==> src/rtl/spi_apb_sequencer.sv <==
// rtl/spi_apb_sequencer.sv - APB master sequencing a slave-mode SPI core
//
// Purpose: writes the SPI core's control register once after reset. It then
// drains received bytes from the core's RX data register into a small FIFO, and
// forwards user transmit bytes into the core's TX data register. The APB is
// APB2-style (no PREADY), so every transfer is SETUP then ACCESS. Each transfer
// is followed by GAP_CYCLES idle cycles so the core's status flags can settle.
//
// Ports:
//   PCLK, PRESET          clock, synchronous active-high reset
//   PADDR/PSEL/PENABLE/PWRITE/PWDATA/PRDATA   APB master port to the core
//   rx_data_ready         core has a received byte (level)
//   tx_reg_empty          core can accept a TX byte (level)
//   tx_data/tx_valid/tx_ready   user transmit byte stream (one holding register)
//   rx_data/rx_valid/rx_ready   user receive byte stream (FIFO head)
//   rx_full               receive FIFO full
//   cfg_done              control register written since reset
module spi_apb_sequencer #(
  parameter logic [3:0] CTRL_ADDR  = 4'h0,
  parameter logic [3:0] RXD_ADDR   = 4'h2,
  parameter logic [3:0] TXD_ADDR   = 4'h3,
  parameter logic [7:0] CTRL_VALUE = 8'h05,
  parameter int         RX_DEPTH   = 4,
  parameter int         GAP_CYCLES = 2
) (
  input  logic       PCLK,
  input  logic       PRESET,
  output logic [3:0] PADDR,
  output logic       PSEL,
  output logic       PENABLE,
  output logic       PWRITE,
  output logic [7:0] PWDATA,
  input  logic [7:0] PRDATA,
  input  logic       rx_data_ready,
  input  logic       tx_reg_empty,
  input  logic [7:0] tx_data,
  input  logic       tx_valid,
  output logic       tx_ready,
  output logic [7:0] rx_data,
  output logic       rx_valid,
  input  logic       rx_ready,
  output logic       rx_full,
  output logic       cfg_done
);

  localparam int         AW       = $clog2(RX_DEPTH);
  localparam logic [AW:0] FULL_CNT = (AW+1)'(RX_DEPTH);
  localparam logic [2:0]  GAP_LAST = 3'(GAP_CYCLES - 1);

  typedef enum logic [3:0] {
    INIT, CFG_SETUP, CFG_ACCESS, GAP, IDLE,
    RD_SETUP, RD_ACCESS, WR_SETUP, WR_ACCESS
  } state_t;

  state_t        state, state_next;
  logic [2:0]    gap_cnt;
  logic          hold_valid;
  logic [7:0]    hold_data;
  logic [7:0]    mem [RX_DEPTH];
  logic [AW-1:0] wr_ptr, rd_ptr;
  logic [AW:0]   count, count_next;
  logic          push, pop;

  assign push       = (state == RD_ACCESS);
  assign pop        = rx_valid && rx_ready;
  assign count_next = count + (AW+1)'(push) - (AW+1)'(pop);
  assign tx_ready   = cfg_done && !hold_valid;
  assign rx_data    = rx_valid ? mem[rd_ptr] : 8'h00;

  always_comb begin
    state_next = state;
    PSEL       = 1'b0;
    PENABLE    = 1'b0;
    PWRITE     = 1'b0;
    PADDR      = 4'h0;
    PWDATA     = 8'h00;
    case (state)
      INIT:       state_next = CFG_SETUP;
      CFG_SETUP: begin
        PSEL = 1'b1; PWRITE = 1'b1; PADDR = CTRL_ADDR; PWDATA = CTRL_VALUE;
        state_next = CFG_ACCESS;
      end
      CFG_ACCESS: begin
        PSEL = 1'b1; PENABLE = 1'b1; PWRITE = 1'b1; PADDR = CTRL_ADDR; PWDATA = CTRL_VALUE;
        state_next = GAP;
      end
      GAP:        if (gap_cnt == GAP_LAST) state_next = IDLE;
      IDLE: begin
        // RX drains first so the core's receive register does not overrun.
        if (rx_data_ready && !rx_full)     state_next = RD_SETUP;
        else if (hold_valid && tx_reg_empty) state_next = WR_SETUP;
      end
      RD_SETUP: begin
        PSEL = 1'b1; PADDR = RXD_ADDR;
        state_next = RD_ACCESS;
      end
      RD_ACCESS: begin
        PSEL = 1'b1; PENABLE = 1'b1; PADDR = RXD_ADDR;
        state_next = GAP;
      end
      WR_SETUP: begin
        PSEL = 1'b1; PWRITE = 1'b1; PADDR = TXD_ADDR; PWDATA = hold_data;
        state_next = WR_ACCESS;
      end
      WR_ACCESS: begin
        PSEL = 1'b1; PENABLE = 1'b1; PWRITE = 1'b1; PADDR = TXD_ADDR; PWDATA = hold_data;
        state_next = GAP;
      end
      default:    state_next = INIT;
    endcase
  end

  always_ff @(posedge PCLK) begin
    if (PRESET) begin
      state      <= INIT;
      gap_cnt    <= 3'd0;
      cfg_done   <= 1'b0;
      hold_valid <= 1'b0;
      hold_data  <= 8'h00;
      wr_ptr     <= '0;
      rd_ptr     <= '0;
      count      <= '0;
      rx_valid   <= 1'b0;
      rx_full    <= 1'b0;
    end else begin
      state   <= state_next;
      gap_cnt <= (state == GAP) ? gap_cnt + 3'd1 : 3'd0;
      if (state == CFG_ACCESS) cfg_done <= 1'b1;
      // The holding register cannot be loaded while WR_ACCESS is running,
      // because tx_ready is low whenever it is full.
      if (state == WR_ACCESS) begin
        hold_valid <= 1'b0;
      end else if (tx_valid && tx_ready) begin
        hold_valid <= 1'b1;
        hold_data  <= tx_data;
      end
      if (push) wr_ptr <= wr_ptr + AW'(1);
      if (pop)  rd_ptr <= rd_ptr + AW'(1);
      count    <= count_next;
      // Flags come from the next count so they line up with the pointers.
      rx_valid <= (count_next != '0);
      rx_full  <= (count_next == FULL_CNT);
    end
  end

  always_ff @(posedge PCLK) begin
    if (push) mem[wr_ptr] <= PRDATA;
  end

endmodule

==> config.mk <==
export PLATFORM = sky130hd
export DESIGN_NAME = spi_apb_sequencer
export DESIGN_NICKNAME = d
export VERILOG_FILES = /design/src/rtl/spi_apb_sequencer.sv
export SDC_FILE = /design/constraint.sdc
export NUM_CORES = 1
export LEC_CHECK = 0
export CAP_MARGIN = 30
export CORE_ASPECT_RATIO = 1.5
export CORE_MARGIN = 2
export CORE_UTILIZATION = 45
export CTS_CLUSTER_SIZE = 14
export DETAILED_ROUTE_END_ITERATION = 16
export GPL_ROUTABILITY_DRIVEN = 0
export PLACE_DENSITY = 0.81
export SLEW_MARGIN = 20
export SYNTH_ARGS = -nofsm -noshare
export SYNTH_HDL_FRONTEND = slang
export SYNTH_SLANG_ARGS = --single-unit
==> constraint.sdc <==
create_clock -name PCLK -period 3 [get_ports PCLK]
set_input_delay 0.9 -clock PCLK [delete_from_list [all_inputs] [get_ports PCLK]]
set_output_delay 0.9 -clock PCLK [all_outputs]
set_load 0.01 [all_outputs]
# After elaboration in Yosys (flattened, before gate mapping)
# Memory sizes are Yosys's and may differ from the RTL's. A register that Yosys moved wholly into a read port is not among the register bits.
# Index checks and enable logic that the tools add are counted.
# W data, S select, Z words.
# word_totals
ff_bits	26
latch_bits	0
ramBits	32
mem_bits_ro	0
inputBits	22
out_inout_bits	27
elab_cells	63
n_memories	1
# classes
addsub	5
n_mul	0
div	0
n_lt_le_gt_ge	0
eq_ne	12
shifts	0
mux	14
bitwise	2
n_reduce_logical	19
# memory_table
name	depth	width	read_ports	rd_clocked_by_memory_dff	write_ports	line_no	source
mem	4	8	1	1	1	59	logic [7:0] mem [RX_DEPTH];
# ops
operator	n
$pmux W4 S7	1
$eq A4 B3 Y1 const B	4
$pmux W8 S2	1
$mux W4	3
$reduce_or A2 Y1	5
$eq A4 B2 Y1 const B	2
$mux W8	1
$reduce_or A6 Y1	1
$logic_and A1 B1 Y1	5
$mux W1	5
$add A2 B1 Y2 const B	2
$eq A4 B1 Y1 const B	1
$eq A4 B4 Y1 const B	1
$logic_not A4 Y1	1
$mux W2	2
$pmux W2 S2	1
$reduce_and A2 Y1	2
$reduce_or A4 Y1	1
$add A3 B1 Y3	1
$add A3 B1 Y3 const B	1
$eq A3 B1 Y1 const B	1
$eq A3 B3 Y1 const B	1
$ne A3 B3 Y1 const B	1
$reduce_bool A3 Y1	1
5 further kinds	7

# Depth between registers and ports, before layout
# logic_depth
word_depth	4
ltp_mapped	11
ltp_nobuf	11

# Least setup slack after synthesis
# OpenSTA, ideal clock, no wires.
# synth_path
path_type	input to register
from	input port rx_ready
to	register rx_full
setup_time_ns	0.078
t_arrival_ns	2.406
t_required_ns	2.922
setup_slack_ns	0.516
path_stages	9
path_buffers	0
path_cell_list	and2_1 -> ha_1 -> inv_1 -> ha_1 -> fa_1 -> xnor2_1 -> xnor2_1 -> nand2b_1 -> nor3_1
# synth_via
elab_chain_len	3
# synth_rtl
element	line_no	source
start: declaration	41	input logic rx_ready,
$logic_and A1 B1 Y1	65	assign pop = rx_valid && rx_ready;
$sub A3 B1 Y3	66	assign count_next = count + (AW+1)'(push) - (AW+1)'(pop);
$eq A3 B3 Y1	142	rx_full <= (count_next == FULL_CNT);
end signal: assignment	142	
end: declaration	42	output logic rx_full,
# Every way passes these cells.
# A chain may end at the register's enable or synchronous reset.

# Final worst setup path
# layout_path
from	register state[1]
to	output port PWDATA[1]
# layout_via
elab_chain_len	3
word_cells_on_any_way	7
classes_between	eq/ne (4); mux (1); reduce/logical (2)
# layout_rtl
element	line_no	source
start: declaration	55	state_t state, state_next;
start signal: assignment	126	state <= state_next;
$eq A4 B4 Y1, or another cell as far along	77	case (state)
$reduce_or A2 Y1 (no source line)	n/a	
$pmux W8 S2 *	77	
end: declaration	32	output logic [7:0] PWDATA,
# Mark *: on every way between the ends. The rest lies on a longest branch, timed or not.

==> results.yml <==
drt:
  drtIter0Drc: 40
  vias: 1662
  drc: 0
  drt-pass1-iter-count: 5
  vias_per_cell: 4.932
  wire_per_inst_um: 13.83
  drtAntennaViolNets: 0
  detail_route.wirelength_mm: 4.660
timing:
  post-route-period-util_pct: 97.85
  hold_ws_ns: 0.4531
  setup_violations: 0
  hold_viol: 0
  drv_slew: 0
  max_freq_ghz: 0.3407
  finClkSkew_ns: 0.002846
  post-route-min-period_ns: 2.935
  rsz0062_at_grt: "no"
power:
  pwr_density_cell_mw_per_mm2: 646.6
  ir_worst_vdd_v: 0.0004488
  leakage_nw: 1.321
cts:
  cts-root-buf: "clkbuf_8"
  cts_tree: "yes"
  clk_path_buf_depth: 2
  clock-sinks: 60
  insertion_delay_ns: 0.32
  clk_pin_slew_worst_paths_ns: 0.06
  hold_buffers: 0
  numCtsBuffers: 9
  cts_max_level: 3
setup_path:
  cp-end-kind: "output port"
  crit_type: "reg -> out"
  critPathArrivalTime_ns: 2.04
  startpoint_type: "flip-flop"
  required_ns: 2.10
  crit_fanout: 8
  crit_start: "state[1]"
  rr_startpoint: "state[1]"
floorplanning:
  fp.coreArea_mm2: 0.005492
  die_y_um: 96.33
  rows: 33
  io_pins: 49
  start_util_pct: 46.57
  die_w_um: 65.56
  dieArea_mm2: 0.006315
synth:
  syn_inst: 203
  synth.top_cell.area_share_pct: 37.57
  syn_area_per_cell_um2: 12.60
  synth_edf_count: 32
  ys_ff_latch: 60
  yosysUniqueCellTypes: 33
  async_reset_ff_share_pct: 0
  netlist_top_cells_area: "edfxtp_1 (38%), dfxtp_1 (22%), mux4_2 (7.0%)"
  ys.flop_type: "edfxtp_1"
  ys_seq_area_share_pct: 59.49
  synth_top_cell_by_area: "edfxtp_1"
  synth_area_mm2: 0.002557
  yosys_warnings: 0
cells_and_area:
  n_fill_cell: 450
  nets: 293
  final_core_util_pct: 61.29
  final_area_mm2: 0.003366
  multi_input_area_um2: 974.7
  insertedDiodeCount: 0
  drive_above_1_share_pct: 13.48
  seq_area_mm2: 0.001521
  area_growth_pct: 31.60
place:
  port_buffers: 46
  dp.final_hpwl_mm: 3.216
  postPlaceCellArea_mm2: 0.003123
outcome:
  status: "finished clean"
job:
  max_cap_viol_count: 0
grt:
  grt_usage_pct: 15.57
  grt_pass1_vias: 1566
  grt_max_degree: 21
  grt_pass1_wl_mm: 7.265
  antenna_found_initial: 0
  gr-total-overflow: 0
worst_hold_path:
  hold_path.class: "reg -> reg"
  hp-start: "gap_cnt[0]"
-- placed cells by master (no fill, tap or decap), drive strengths merged, types with 5 or more instances in the layout --
| cell type | synthesis | layout |
|---|---|---|
| a21oi | 7 | 7 |
| and2 | 19 | 19 |
| buf | 5 | 10 |
| clkbuf | 5 | 11 |
| clkdlybuf4s50 | 0 | 41 |
| dfxtp | 28 | 28 |
| dlymetal6s2s | 0 | 5 |
| edfxtp | 32 | 32 |
| ha | 8 | 8 |
| inv | 11 | 11 |
| mux2i | 12 | 12 |
| mux4 | 8 | 8 |
| nor2 | 24 | 24 |
| nor2b | 5 | 5 |
| nor3 | 5 | 5 |
| o21ai | 7 | 8 |
| xnor2 | 6 | 6 |
-- worst max-delay path, stage by stage (launching register included) --
cell             delay (ns)
dfxtp_1                0.31
or4b_4                 0.61
o21ai_4                0.12
and2_1                 0.15
clkdlybuf4s50_1        0.53
-- final cells by class --
class	count	area share (%)
clock buffer	11	4.201
multi-input combinational	124	28.96
tap	70	2.602
inverter	11	1.227
clock inverter	5	1.524
sequential	60	45.20
timing repair buffer	56	16.28
-- per-layer routing --
layer / GRT usage (%) / routed length [µm]
met1: 17.79 / 1847
met2: 26.36 / 2469
met3: 4.211 / 265
met4: 8.333 / 77
met5: 0 / 0
-- cell families (layout without fill, tap and decap cells) --
| group | after synthesis | after routing | synth area share, % |
|---|---|---|---|
| other cells | 1 | 2 | 0.1466 |
| simple gates | 66 | 66 | 13.60 |
| buf+inv | 21 | 83 | 3.718 |
| xor+xnor | 7 | 7 | 2.397 |
| fa+ha+maj | 9 | 9 | 4.697 |
| compound gates | 19 | 20 | 4.207 |
| mux | 20 | 20 | 11.74 |
| flops | 60 | 60 | 59.49 |
-- timing repair --
item / CTS / global route
gates resized for setup: 2 / 7
gates cloned: 0 / 1
endpoints found under the hold margin: 0 / 0
pin swaps: 0 / 2
setup buffers: 0 / 1
endpoints found under the setup margin: 9 / 8
-- power breakdown --
group,leakage (nW),total [mW],switching [mW],internal [mW]
sequential,0.516,0.958,0.0432,0.915
clock,0.0967,0.694,0.294,0.400
combinational,0.708,0.524,0.220,0.304
total,1.32,2.18,0.557,1.62
-- registers in the layout, indices dropped and copies added, names as in the netlist, named ones only --
| name | flops |
|---|---|
| mem | 32 |
| hold_data | 8 |
| state | 4 |
| count | 3 |
| gap_cnt | 3 |
| rd_ptr | 2 |
| wr_ptr | 2 |
| cfg_done | 1 |
| hold_valid | 1 |
| rx_full | 1 |
| rx_valid | 1 |
-- stage by stage --
step | worst slack, ns | cells | power, mW | TNS (ns)
after floorplan | 0.5162 | 204 | 1.275 | 0
after global placement | 0.09534 | 319 | 1.485 | 0
after detailed placement | -0.02000 | 319 | 1.499 | -0.02000
after CTS | 0.01408 | 335 | 2.202 | 0
after global routing | 0.005992 | 337 | 2.290 | 0
final | 0.06452 | 337 | 2.176 | 0
-- worst paths after layout --
kind / endpoint / slack, ns / cells past startpoint
max: PWDATA[1] / 0.06 / 4
min: gap_cnt[0] / 0.45 / 1
min reg2reg: gap_cnt[0] / 0.45 / 1
max reg2reg: rx_full / 0.42 / 12
-- Yosys cell counts (6+ instances only) --
cell,number
dfxtp_1,28
xnor2_1,6
a21oi_1,7
o21ai_0,6
edfxtp_1,32
mux4_2,8
mux2i_1,12
nor2_1,24
and2_1,19
inv_1,11
ha_1,8
(Power assumes the default switching activity.)
